File: src/rtl/fnn_layer_seq.sv
// Per-layer sequencer: streams activations to the neurons, gathers
// their outputs and serializes them to the next layer.
module fnn_layer_seq #(
    parameter int numInputs  = 30,
    parameter int numNeurons = 30,
    parameter int dataWidth  = 16,
    parameter int maxWait    = 1023
) (
    input  logic                            clk,
    input  logic                            rst,
    input  logic [dataWidth-1:0]            in_data,
    input  logic                            in_valid,
    output logic                            in_ready,
    output logic [dataWidth-1:0]            neuron_in,
    output logic                            neuron_in_valid,
    input  logic [numNeurons*dataWidth-1:0] neuron_out,
    input  logic [numNeurons-1:0]           neuron_outvalid,
    output logic [dataWidth-1:0]            out_data,
    output logic                            out_valid,
    input  logic                            out_ready,
    output logic                            layer_done,
    output logic                            busy,
    output logic                            timeout_err
);

    localparam int ICW = $clog2(numInputs + 1);
    localparam int IW  = (numNeurons > 1) ? $clog2(numNeurons) : 1;
    localparam int WCW = $clog2(maxWait + 1);

    localparam logic [ICW-1:0] IN_LAST   = ICW'(numInputs);
    localparam logic [IW-1:0]  IDX_LAST  = IW'(numNeurons - 1);
    localparam logic [WCW-1:0] WAIT_LAST = WCW'(maxWait - 1);

    typedef enum logic [1:0] {
        S_IDLE,
        S_FEED,
        S_WAIT,
        S_DRAIN
    } state_e;

    state_e                state_q, state_d;
    logic [ICW-1:0]        in_cnt_q, in_cnt_d;
    logic [WCW-1:0]        wait_cnt_q, wait_cnt_d;
    logic [IW-1:0]         idx_q, idx_d;
    logic [numNeurons-1:0] done_q, done_d;
    logic [dataWidth-1:0]  cap_q [numNeurons];
    logic [dataWidth-1:0]  cap_d [numNeurons];
    logic [dataWidth-1:0]  nin_q, nin_d;
    logic                  nin_valid_q, nin_valid_d;
    logic [dataWidth-1:0]  out_data_q, out_data_d;
    logic                  out_valid_q, out_valid_d;
    logic                  layer_done_q, layer_done_d;
    logic                  timeout_q, timeout_d;
    logic                  accept;

    assign in_ready = rst & ((state_q == S_IDLE) | (state_q == S_FEED));
    assign accept   = in_valid & in_ready;

    assign neuron_in       = nin_q;
    assign neuron_in_valid = nin_valid_q;
    assign out_data        = out_data_q;
    assign out_valid       = out_valid_q;
    assign layer_done      = layer_done_q;
    assign busy            = (state_q != S_IDLE);
    assign timeout_err     = timeout_q;

    always_comb begin
        state_d      = state_q;
        in_cnt_d     = in_cnt_q;
        wait_cnt_d   = '0;
        idx_d        = idx_q;
        done_d       = done_q;
        cap_d        = cap_q;
        nin_d        = nin_q;
        nin_valid_d  = 1'b0;
        out_data_d   = out_data_q;
        layer_done_d = 1'b0;
        timeout_d    = timeout_q;

        if (accept) begin
            nin_d       = in_data;
            nin_valid_d = 1'b1;
        end

        unique case (state_q)
            S_IDLE: begin
                if (accept) begin
                    done_d   = '0;
                    in_cnt_d = ICW'(1);
                    state_d  = (numInputs == 1) ? S_WAIT : S_FEED;
                end
            end
            S_FEED: begin
                if (accept) begin
                    in_cnt_d = in_cnt_q + 1'b1;
                    if (in_cnt_d == IN_LAST) begin
                        state_d = S_WAIT;
                    end
                end
            end
            S_WAIT: begin
                // Timeout has priority; a pulse in the abort cycle is dropped
                if (wait_cnt_q == WAIT_LAST) begin
                    timeout_d = 1'b1;
                    done_d    = '0;
                    state_d   = S_IDLE;
                end else begin
                    wait_cnt_d = wait_cnt_q + 1'b1;
                    for (int k = 0; k < numNeurons; k++) begin
                        if (neuron_outvalid[k]) begin
                            cap_d[k]  = neuron_out[k*dataWidth +: dataWidth];
                            done_d[k] = 1'b1;
                        end
                    end
                    if (&done_d) begin
                        wait_cnt_d = '0;
                        idx_d      = '0;
                        state_d    = S_DRAIN;
                    end
                end
            end
            S_DRAIN: begin
                if (out_valid_q && out_ready) begin
                    if (idx_q == IDX_LAST) begin
                        idx_d        = '0;
                        layer_done_d = 1'b1;
                        state_d      = S_IDLE;
                    end else begin
                        idx_d = idx_q + 1'b1;
                    end
                end
            end
            default: state_d = S_IDLE;
        endcase

        out_valid_d = (state_d == S_DRAIN);
        if (state_d == S_DRAIN) begin
            out_data_d = cap_d[idx_d];
        end
    end

    always_ff @(posedge clk or negedge rst) begin
        if (!rst) begin
            state_q      <= S_IDLE;
            in_cnt_q     <= '0;
            wait_cnt_q   <= '0;
            idx_q        <= '0;
            done_q       <= '0;
            nin_q        <= '0;
            nin_valid_q  <= 1'b0;
            out_data_q   <= '0;
            out_valid_q  <= 1'b0;
            layer_done_q <= 1'b0;
            timeout_q    <= 1'b0;
            for (int k = 0; k < numNeurons; k++) begin
                cap_q[k] <= '0;
            end
        end else begin
            state_q      <= state_d;
            in_cnt_q     <= in_cnt_d;
            wait_cnt_q   <= wait_cnt_d;
            idx_q        <= idx_d;
            done_q       <= done_d;
            nin_q        <= nin_d;
            nin_valid_q  <= nin_valid_d;
            out_data_q   <= out_data_d;
            out_valid_q  <= out_valid_d;
            layer_done_q <= layer_done_d;
            timeout_q    <= timeout_d;
            for (int k = 0; k < numNeurons; k++) begin
                cap_q[k] <= cap_d[k];
            end
        end
    end

endmodule

File: config.mk
export PLATFORM = sky130hd
export DESIGN_NAME = fnn_layer_seq
export DESIGN_NICKNAME = d
export VERILOG_FILES = /design/src/rtl/fnn_layer_seq.sv
export SDC_FILE = /design/constraint.sdc
export NUM_CORES = 1
export LEC_CHECK = 0
export ABC_AREA = 1
export BUFFER_PORTS_ARGS = -buffer_cell sky130_fd_sc_hd__buf_4
export CAP_MARGIN = 20
export CORE_ASPECT_RATIO = 0.5
export CORE_MARGIN = 2
export CORE_UTILIZATION = 61
export DETAILED_ROUTE_END_ITERATION = 8
export GPL_TIMING_DRIVEN = 0
export PLACE_DENSITY = 0.87
export SYNTH_ARGS = -nofsm -noshare
export SYNTH_HDL_FRONTEND = slang
export SYNTH_SLANG_ARGS = --single-unit
File: constraint.sdc
create_clock -name clk -period 7.2 [get_ports clk]
set_clock_uncertainty 0.15 [all_clocks]
set_input_delay 1.44 -clock clk [delete_from_list [all_inputs] [get_ports clk]]
set_output_delay 1.44 -clock clk [all_outputs]
set_load 0.02 [all_outputs]
== Word-level counts from Yosys, hierarchy flattened ==
Index checks and enable logic that the tools add are counted.

* Flip-flop bits (word level): 568
* Latch bits: 0
* Bits in writable memories: 0
* Bits in read-only memories: 0
* Input bits: 530
* Output and inout port bits: 38
* Logic and storage cells: 218
* Memories kept: 0

* Add/sub/neg operators: 3
* Multipliers: 0
* Div/mod/pow operators: 0
* Order comparisons: 1
* Equal/unequal tests: 9
* Shifts and indexed selects: 0
* Multiplexer cells: 151
* Bitwise logic cells: 4
* Reduce and logical (&&, ||, !) cells: 9

{| class="wikitable"
|+ Operators by type and width
! kind !! count
|-
| two-way mux 480 bit || 2
|-
| two-way mux 16 bit || 32
|-
| two-way mux 1 bit || 94
|-
| binary-select mux 16 bit (select 5 bit) || 1
|-
| two-way mux 30 bit || 2
|-
| case mux 30 bit (2 select lines) || 1
|-
| two-way mux 10 bit || 3
|-
| two-way mux 5 bit || 6
|-
| AND reduction 30 bit || 1
|-
| case mux 5 bit (2 select lines) || 2
|-
| two-way mux 2 bit || 7
|-
| adder 10 x 1 -> 10 bit, second input constant || 1
|-
| adder 5 x 1 -> 5 bit, second input constant || 2
|-
| == test 10 bit, second input constant || 1
|-
| == test 5 bit, second input constant || 2
|-
| case mux 2 bit (4 select lines) || 1
|-
| == test 2 bit, second input constant || 3
|-
| >= comparator 6 bit, second input constant || 1
|-
| inverter 5 -> 6 bit || 1
|-
| nonzero test 2 bit || 3
|-
| inequality test 2 bit, second input constant || 2
|-
| AND reduction 2 bit || 2
|-
| AND reduction 3 bit || 1
|-
| AND 1 bit || 2
|-
| other kinds (4) || 4
|}

== Logic depth before layout (Yosys ltp) ==
Gate-level depths: netlist of the first run.

* Depth in word-level cells: 11
* Depth in mapped cells: 20
* Depth with buffers taken out: 19

== Worst setup path before layout of the first run ==
Ideal clock, no wire load.

* Kind: input port to flip-flop
* Start: in neuron_outvalid[1]
* End: reg out_data_q[10], in the netlist out_data[10]
* Library setup time: 0.118 ns
* Data arrival time: 3.107 ns
* Data required time: 6.932 ns
* Path slack: 3.825 ns
* Stages: 14
* Path buffers: 3
* Cells stage by stage: buf_2 > inv_1 > nand2_1 > nand2_1 > nor2_1 > nand2_1 > nor2_1 > nand3_4 > buf_2 > nand2_1 > clkbuf_1 > nand3_1 > nand3_1 > nand2_1

* Word-level cells in the longest chain between the ends: 11
* Elaborated cells between the ends (all ways): 18
* Those cells by class: 1 x eq/ne; 15 x mux; 1 x bitwise; 1 x reduce/logical

{| class="wikitable"
|+ Ends and longest elaborated chain
! item !! RTL line !! source
|-
| start: declaration || 17 || <nowiki>input logic [numNeurons-1:0] neuron_outvalid,</nowiki>
|-
| two-way mux 1 bit || 110 || <nowiki>if (neuron_outvalid[k]) begin</nowiki>
|-
| two-way mux 1 bit || 103 || <nowiki>if (wait_cnt_q == WAIT_LAST) begin</nowiki>
|-
| two-way mux 1 bit || 85 || <nowiki>unique case (state_q)</nowiki>
|-
| AND reduction 30 bit || 115 || <nowiki>if (&done_d) begin</nowiki>
|-
| two-way mux 5 bit || 115 ||
|-
| two-way mux 5 bit || 103 ||
|-
| case mux 5 bit (2 select lines) || 85 ||
|-
| inverter 5 -> 6 bit (not written as such) || 138 || <nowiki>out_data_d = cap_d[idx_d];</nowiki>
|-
| binary-select mux 16 bit (select 5 bit) || 138 ||
|-
| two-way mux 16 bit (not written as such) (2 in series) || 138 ||
|-
| end signal: assignment || 166 || <nowiki>out_data_q <= out_data_d;</nowiki>
|-
| end: declaration || 50 || <nowiki>logic [dataWidth-1:0] out_data_q, out_data_d;</nowiki>
|}

Several ways; a longest one is shown, not always the timed one. The select of a mux whose other input is x is not followed.
A chain may end at the register's enable or synchronous reset.

== Worst setup path after layout of the first run ==
* Start: in rst
* End: out in_ready

* Word-level cells in the longest chain between the ends: 1

{| class="wikitable"
|+ Ends and longest elaborated chain
! item !! RTL line !! source
|-
| start: declaration || 10 || <nowiki>input logic rst,</nowiki>
|-
| AND 1 bit || 56 || <nowiki>assign in_ready = rst & ((state_q == S_IDLE) | (state_q == S_FEED));</nowiki>
|-
| end: declaration || 13 || <nowiki>output logic in_ready,</nowiki>
|}

Every way passes these cells.

==> impl_results.md, run 1 <==
* PortBufs at 566
* Worst Hold Class: flip-flop to flip-flop
* R2r startpoint: wait_cnt_q[0]$_DFF_PN0_
* Hpwl dp at 89700 um
* Filler Cells Inserted at 3379
* Reg2reg setup slack at 2.96 ns
* Synth Area in Adders at 0.255%
* Post-synthesis sequential area ratio at 48.2%
* CP Class: input pin to output port
* Final #Nets at 5255
* Most frequent cells in the layout: 1029 x inv_1, 983 x nand2_1, 644 x nand3_1, 573 x buf_4, 568 x dfrtp_1
* Core Region at 47200 sq um
* Status: complete, no violations
* Via count at 30900
* Routed Antenna Nets at 0
* Grt ovf at 0
* Vias in the first global route at 29900
* Reg2Reg Depth at 17
* H-Tree Depth at 2
* Max_cap viols at 0
* Area contributors post-synth: dfrtp_1 48%, inv_1 13%, nand2_1 13%
* Share of post-route cells with drive strength above 1 at 16.9%
* Die area at 50200 sq um
* Syn_nets at 4631
* Die Y at 159 um
* CP Capture Type: output port
* Clock-pin slew of the registers on the worst-case setup and hold paths at 0.07 ns
* Slew Limit Fails at 0
* Final cycle utilization of the critical path at 66.8%
* Post-Syn Area at 29500 sq um
* Synth Flop Type: dfrtp_1
* First-pass GRT wire length at 172000 um
* Bufs and invs on worst path at 5
* Cts hold-fix bufs at 0
* WHS Path Cells at 1
* I/O pins at 568
* CP max stage delay at 0.43 ns
* Async S/R FF share, synth at 100%
* # DRC at 0
* Synth Area in Compound Gates at 9.29%
* Yosys cell types at 38
* Relative slew slack at 30.8%
* Yosys reg bits at 568
* DR iter-0 viols at 4001
* Clock Sinks at 568
* Initial Util at 62.4%
* Post-Route Setup TNS at 0 ns
* RSZ-0062 raised after global routing: false
* Fin util at 77.2%
* Initial antenna violation count at 14
* Final hold viol count at 0
* Routing usage on met2 at 69.5%
* Vias/cell at 5.71
* Root Buffer Master: clkbuf_16
* Xor and xnor area share after synthesis at 0.297%
* Post-Syn Area per Cell at 7.19 sq um
* Final setup fails at 0
* Area growth syn-to-layout at 23.7%
* Clk_lat worst skew at 0.61 ns
* Num CTS Buffers at 50
* Grt met1 use at 58.7%
* CTS tree: done
* Simple-Gate Fraction of Synth Area at 25.3%
* Peak VDD IR at 0.279 mV
* WL per Instance at 21.5 um
* Most common cell on crit path: buf_16
* Top Usage Layer GRT: met2
* PD cells at 436 nW/um^2
* Post-CTS sizing at 0
* Worst-Margin Slew at 1.04 ns
* Synth warn at 0
* Drt first pass iters at 7
* Slowest cell on crit path: buf_16
* Worst-path cell chain: buf_8, buf_16, buf_16, inv_1, nor2_1, buf_4
* Worst-path fanout max at 104
* Row count at 56
* Final wirelength at 117000 um
* Post-synth EDFFs at 0
* Cells after synthesis at 4095
* Max Fclk at 0.208 GHz
* Die X at 315 um
* Largest family of logic cells by synthesized area: simple AND/OR/NAND/NOR gates
* WP data arrival at 3.22 ns
* Most common cell after layout, fill and taps aside: inv_1
* CP Data Required Time at 5.61 ns
* Pleak at 20.4 nW
* Met3 Track Usage GR at 13.8%
* Post-synthesis mux area share at 0%
* Leading area contributor after synthesis: dfrtp_1
* Total power at 0.0159 W
* Largest net degree at the start of global routing at 123
* Reg area at 14200 sq um
* Post-CTS Setup Inserts at 0
* Total Routing Usage GR at 45.7%
* Min-delay src: wait_cnt_q[0]$_DFF_PN0_
* Delay-heaviest family, CP: buffers and inverters
* Worst R2R End: out_data[13]$_DFFE_PN0P_
* Gpl congestion at 1.04
* Min Tclk post-route at 4.81 ns
* Crit start category: input pin
* Synth top area share at 48.2%
* Area of the multi-input gates at 10300 sq um
* CTS max path bufs at 3
* Hold EP: wait_cnt_q[0]$_DFF_PN0_
* Fin Hold WS at 0.336 ns
-- cell usage after synthesis (7+ instances only) --
library cell,count
buf_2,100
inv_1,1029
o21ai_0,419
nand4_1,21
nand2_2,7
o21ai_1,81
nand2_1,983
nor2_1,37
buf_4,8
nand3_1,644
xor2_1,9
clkbuf_1,101
buf_1,12
or2_2,17
o211ai_1,17
dfrtp_1,568
-- registers in the layout, indices dropped and copies added, names as in the netlist --
name             flops
out_valid            1
wait_cnt_q          10
idx_q                5
timeout_err          1
cap_q              480
neuron_in           16
layer_done           1
out_data            16
done_q              30
in_cnt_q             5
state_q              2
neuron_in_valid      1
-- layer usage --
metal  part of all wire (%)  vias up
li1                       -    13700
met1                     37    14700
met5                      0        -
met3                     12      469
met2                     44     2096
met4                    6.6        0
-- through the flow --
step	cell area (sq um)	cells	setup WS, ns
2_1_floorplan	29500	4095	3.82
3_3_place_gp	34500	5299	-1.85
3_5_place_dp	34700	5305	2.37
4_1_cts	36400	5399	2.38
5_1_grt	36400	5411	2.19
6_report	36400	5412	2.39
-- cell families after synthesis --
kind of cell / count (synthesis)
simple gates: 1721
buf+inv: 1259
flops: 568
compound gates: 531
xor+xnor: 10
fa+ha+maj: 6
-- power by group --
| part | total [W] | internal (W) | switching, W |
|---|---|---|---|
| clock network | 0.00294 | 0.00163 | 0.00131 |
| logic | 0.00775 | 0.00241 | 0.00534 |
| registers | 0.00519 | 0.00470 | 0.000488 |
| total | 0.0159 | 0.00875 | 0.00714 |
-- how the worst max path moves through the flow --
stage | start | end | cells after the start | slack (ns)
global placement | rst | done_q[16]$_DFFE_PN0P_ | 9 | -1.85
floorplan | neuron_outvalid[1] | out_data[10]$_DFFE_PN0P_ | 14 | 3.82
global route | rst | in_ready | 6 | 2.19
detailed placement | rst | in_ready | 6 | 2.37
finish | rst | in_ready | 6 | 2.39
CTS | rst | in_ready | 6 | 2.38
-- area by class of cell --
class	count	area share (%)
antenna	13	0.0893
buffer	224	2.79
clock buffer	73	4.12
clock inverter	21	0.663
inverter	1035	10.7
multi-input combinational	2268	28.4
sequential	568	39.0
tap	638	2.19
timing repair buffer	572	12.1
No activity file was read; power rests on OpenSTA's default activity.
==> run 2: changes to the inputs <==
- ABC_AREA: 1 -> 0
- CORE_UTILIZATION: 61 -> 55
- PLACE_DENSITY: 0.87 -> 0.81
- clock period: 7.2 -> 4.86 ns (I/O delays scaled with it)
==> impl_results.md, run 2 <==
* Total Routing Usage GR at 37.4% (-8.3 points)
* Root Buffer Master: clkbuf_16
* Largest net degree at the start of global routing at 123 (unchanged)
* Die area at 48900 sq um (-2.5%)
* Pleak at 15.1 nW (-26%)
* Crit start category: input pin
* CTS tree: done
* Post-synthesis mux area share at 19.9% (+20 points)
* Cells after synthesis at 2197 (-46%)
* Final setup fails at 0 (unchanged)
* Initial Util at 55.4% (-6.9 points)
* Worst-path fanout max at 10 (-90%)
* Share of post-route cells with drive strength above 1 at 42.1% (+25 points)
* Min Tclk post-route at 4.82 ns
* Synth Area in Adders at 0.290% (+0.035 points)
* Yosys reg bits at 568 (unchanged)
* Synth warn at 0 (unchanged)
* Max FFs per register at 480 (unchanged)
* WL per Instance at 26.7 um (+24%)
* Largest family of logic cells by synthesized area: multiplexers
* Syn_nets at 2733 (-41%)
* Max_cap viols at 0 (unchanged)
* Via count at 21600 (-30%)
* Worst-Margin Slew at 1.29 ns (+0.257 ns)
* Top post-synthesis cells by count: 568 x dfrtp_1, 407 x mux2_2, 270 x nand2_1
* Design Area, Final at 33000 sq um (-9.5%)
* Most common cell after layout, fill and taps aside: buf_4
* Largest reg by FF count: cap_q
* Placed inst area at 31100 sq um (-10%)
* Routed Antenna Nets at 0 (unchanged)
* WP data arrival at 5.11 ns (+1.89 ns)
* Gpl congestion at 1.01 (-3.4%)
* Grt ovf at 0 (unchanged)
* # DRC at 0 (unchanged)
* Final wirelength at 94200 um (-19%)
* DR iter-0 viols at 2473 (-38%)
* Worst Hold Class: input pin to async pin
* Top-count cell post-synth: dfrtp_1
* PortBufs at 567 (+0.18%)
* Simple-Gate Fraction of Synth Area at 9.24% (-16 points)
* Initial antenna violation count at 21 (+7)
* Synth Area in Compound Gates at 11.7% (+2.4 points)
* CP Class: input pin to flip-flop
* CP Data Required Time at 5.15 ns (-0.46 ns)
* Post-Layout Cell Count at 3531 (-35%)
* Die Y at 157 um (-1.3%)
* Cell count after placement at 3410 (-36%)
* Clk_lat worst skew at 0.60 ns (about the same)
* Clock Sinks at 568 (unchanged)
* Final hold viol count at 0 (unchanged)
* Final cycle utilization of the critical path at 99.2%
* Synth Flop Type: dfrtp_1
* Max Fclk at 0.207 GHz
* Post-Syn Area at 25900 sq um (-12%)
* I/O pins at 568 (unchanged)
* Most frequent cells in the layout: 585 x buf_4, 568 x dfrtp_1, 407 x mux2_2, 270 x nand2_1, 78 x clkbuf_1
* Status: complete, no violations
* Post-Syn Area per Cell at 11.8 sq um (+64%)
* Cts hold-fix bufs at 0 (unchanged)
* Die X at 311 um (-1.3%)
* Area contributors post-synth: dfrtp_1 55%, mux2_2 18%, nand2_1 3.9%
* Clock-pin slew of the registers on the worst-case setup and hold paths at 0.07 ns (about the same)
* Row count at 56 (unchanged)
* Post-synth EDFFs at 0 (unchanged)
* Area growth syn-to-layout at 27.5%
* Slew Limit Fails at 0 (unchanged)
* Vias/cell at 6.12 (+7.2%)
* Final #Nets at 3363 (-36%)
* Relative slew slack at 12.6% (-18 points)
* Yosys cell types at 66 (+74%)
* Hpwl dp at 72200 um (-20%)
* Xor and xnor area share after synthesis at 0.508% (+0.21 points)
* Vias in the first global route at 21200 (-29%)
* Drt first pass iters at 6 (-1)
* CTS max path bufs at 3 (unchanged)
* Total power at 0.0200 W (+26%)
* Peak VDD IR at 0.320 mV (+15%)
* Synth top area share at 54.9% (+6.7 points)
* Post-synthesis sequential area ratio at 54.9% (+6.7 points)
* Num CTS Buffers at 51 (+2.0%)
* Async S/R FF share, synth at 100% (unchanged)
* First-pass GRT wire length at 135000 um (-22%)
* Leading area contributor after synthesis: dfrtp_1
* H-Tree Depth at 2 (unchanged)
* CP Capture Type: flip-flop
* RSZ-0062 raised after global routing: false
* Core Region at 46700 sq um (-1.2%)
* Top flop regs: cap_q x480, done_q x30
* PD cells at 608 nW/um^2 (+39%)
==> run 2: changes by cell type in the layout (fill, tap and decap cells not counted), sizes merged, moves of 46 or more <==
cell,change
inv,-1006
nand2,-713
nand3,-598
mux2,+428
o21ai,-427
a21oi,+68
nor3,+63
a22oi,+46
==> run 2: what timing repair did <==
item                                    4_1_cts  5_1_grt
endpoints found under the setup margin        0        3
setup buffers                                 0        0
endpoints found under the hold margin         0        0
gates resized for setup                       0        3
==> run 2: worst max-delay path: stages <==
cell and delay [ns]:
buf_4 0.13, o22ai_1 0.57, nor3_1 0.14, nand3_1 0.16
or3_1 0.13, buf_2 0.26, nand3_1 0.43, nor2_1 0.83
clkbuf_1 0.50, o211ai_1 0.37, o311ai_0 0.43, o22ai_1 0.17
==> run 2: worst paths after layout <==
path	start	end	slack, ns	cells past startpoint
worst max register to register	state_q[1]$_DFF_PN0_	out_data[2]$_DFFE_PN0P_	0.05	11
max in group asynchronous	rst	cap_q[248]$_DFF_PN0_	3.01	3
worst max-delay path	neuron_outvalid[23]	out_data[2]$_DFFE_PN0P_	0.04	12
worst min-delay path	rst	cap_q[43]$_DFF_PN0_	0.06	1
min in group clk	cap_q[126]$_DFF_PN0_	cap_q[126]$_DFF_PN0_	0.32	2
worst min register to register	cap_q[126]$_DFF_PN0_	cap_q[126]$_DFF_PN0_	0.32	2
==> run 2: cell families after synthesis <==
family / Yosys count
AO/OA/AOI/OAI: 437
adder cells (fa/ha/maj): 6
AND/OR/NAND/NOR: 537
XOR/XNOR: 15
flip-flops: 568
buffers and inverters: 182
multiplexers: 452
==> run 2: per-layer routing <==
layer  routed length (um)  global-route usage (%)  vias to the layer above
li1                     -                       -                     9194
met4                 5860                    20.7                        4
met5                   23                       0                        -
met3                 9000                    9.95                      309
met2                42800                    57.7                     1202
met1                36600                    48.6                    10900
==> run 2: power breakdown <==
group | total [W] | internal, W | switching (W)
registers | 0.00770 | 0.00697 | 0.000729
logic | 0.00792 | 0.00337 | 0.00455
clock network | 0.00443 | 0.00252 | 0.00191
==> run 2: layout make-up <==
cell class	instances	area [sq um]
Fill cell	3367	13700
Timing Repair Buffer	577	4440
Sequential cell	568	14200
Inverter	27	104
Clock buffer	78	1550
Multi-Input combinational cell	1447	10800
Antenna cell	24	60.1
Buffer	155	782
Clock inverter	17	256
Tap cell	638	798
==> run 2: per-stage QoR <==
stage / setup TNS, ns / setup slack [ns] / util [%] / hold WS (ns)
floorplan: 0 / 1.62 / - / 0.283
global placement: -2097.30 / -3.75 / 66.3 / 0.299
detailed placement: -2.15 / -0.376 / 66.6 / 0.304
CTS: 0 / 0.226 / 70.5 / 0.0719
global route: 0 / 0.0410 / 70.7 / 0.0825
finish: 0 / 0.0370 / 70.7 / 0.0631
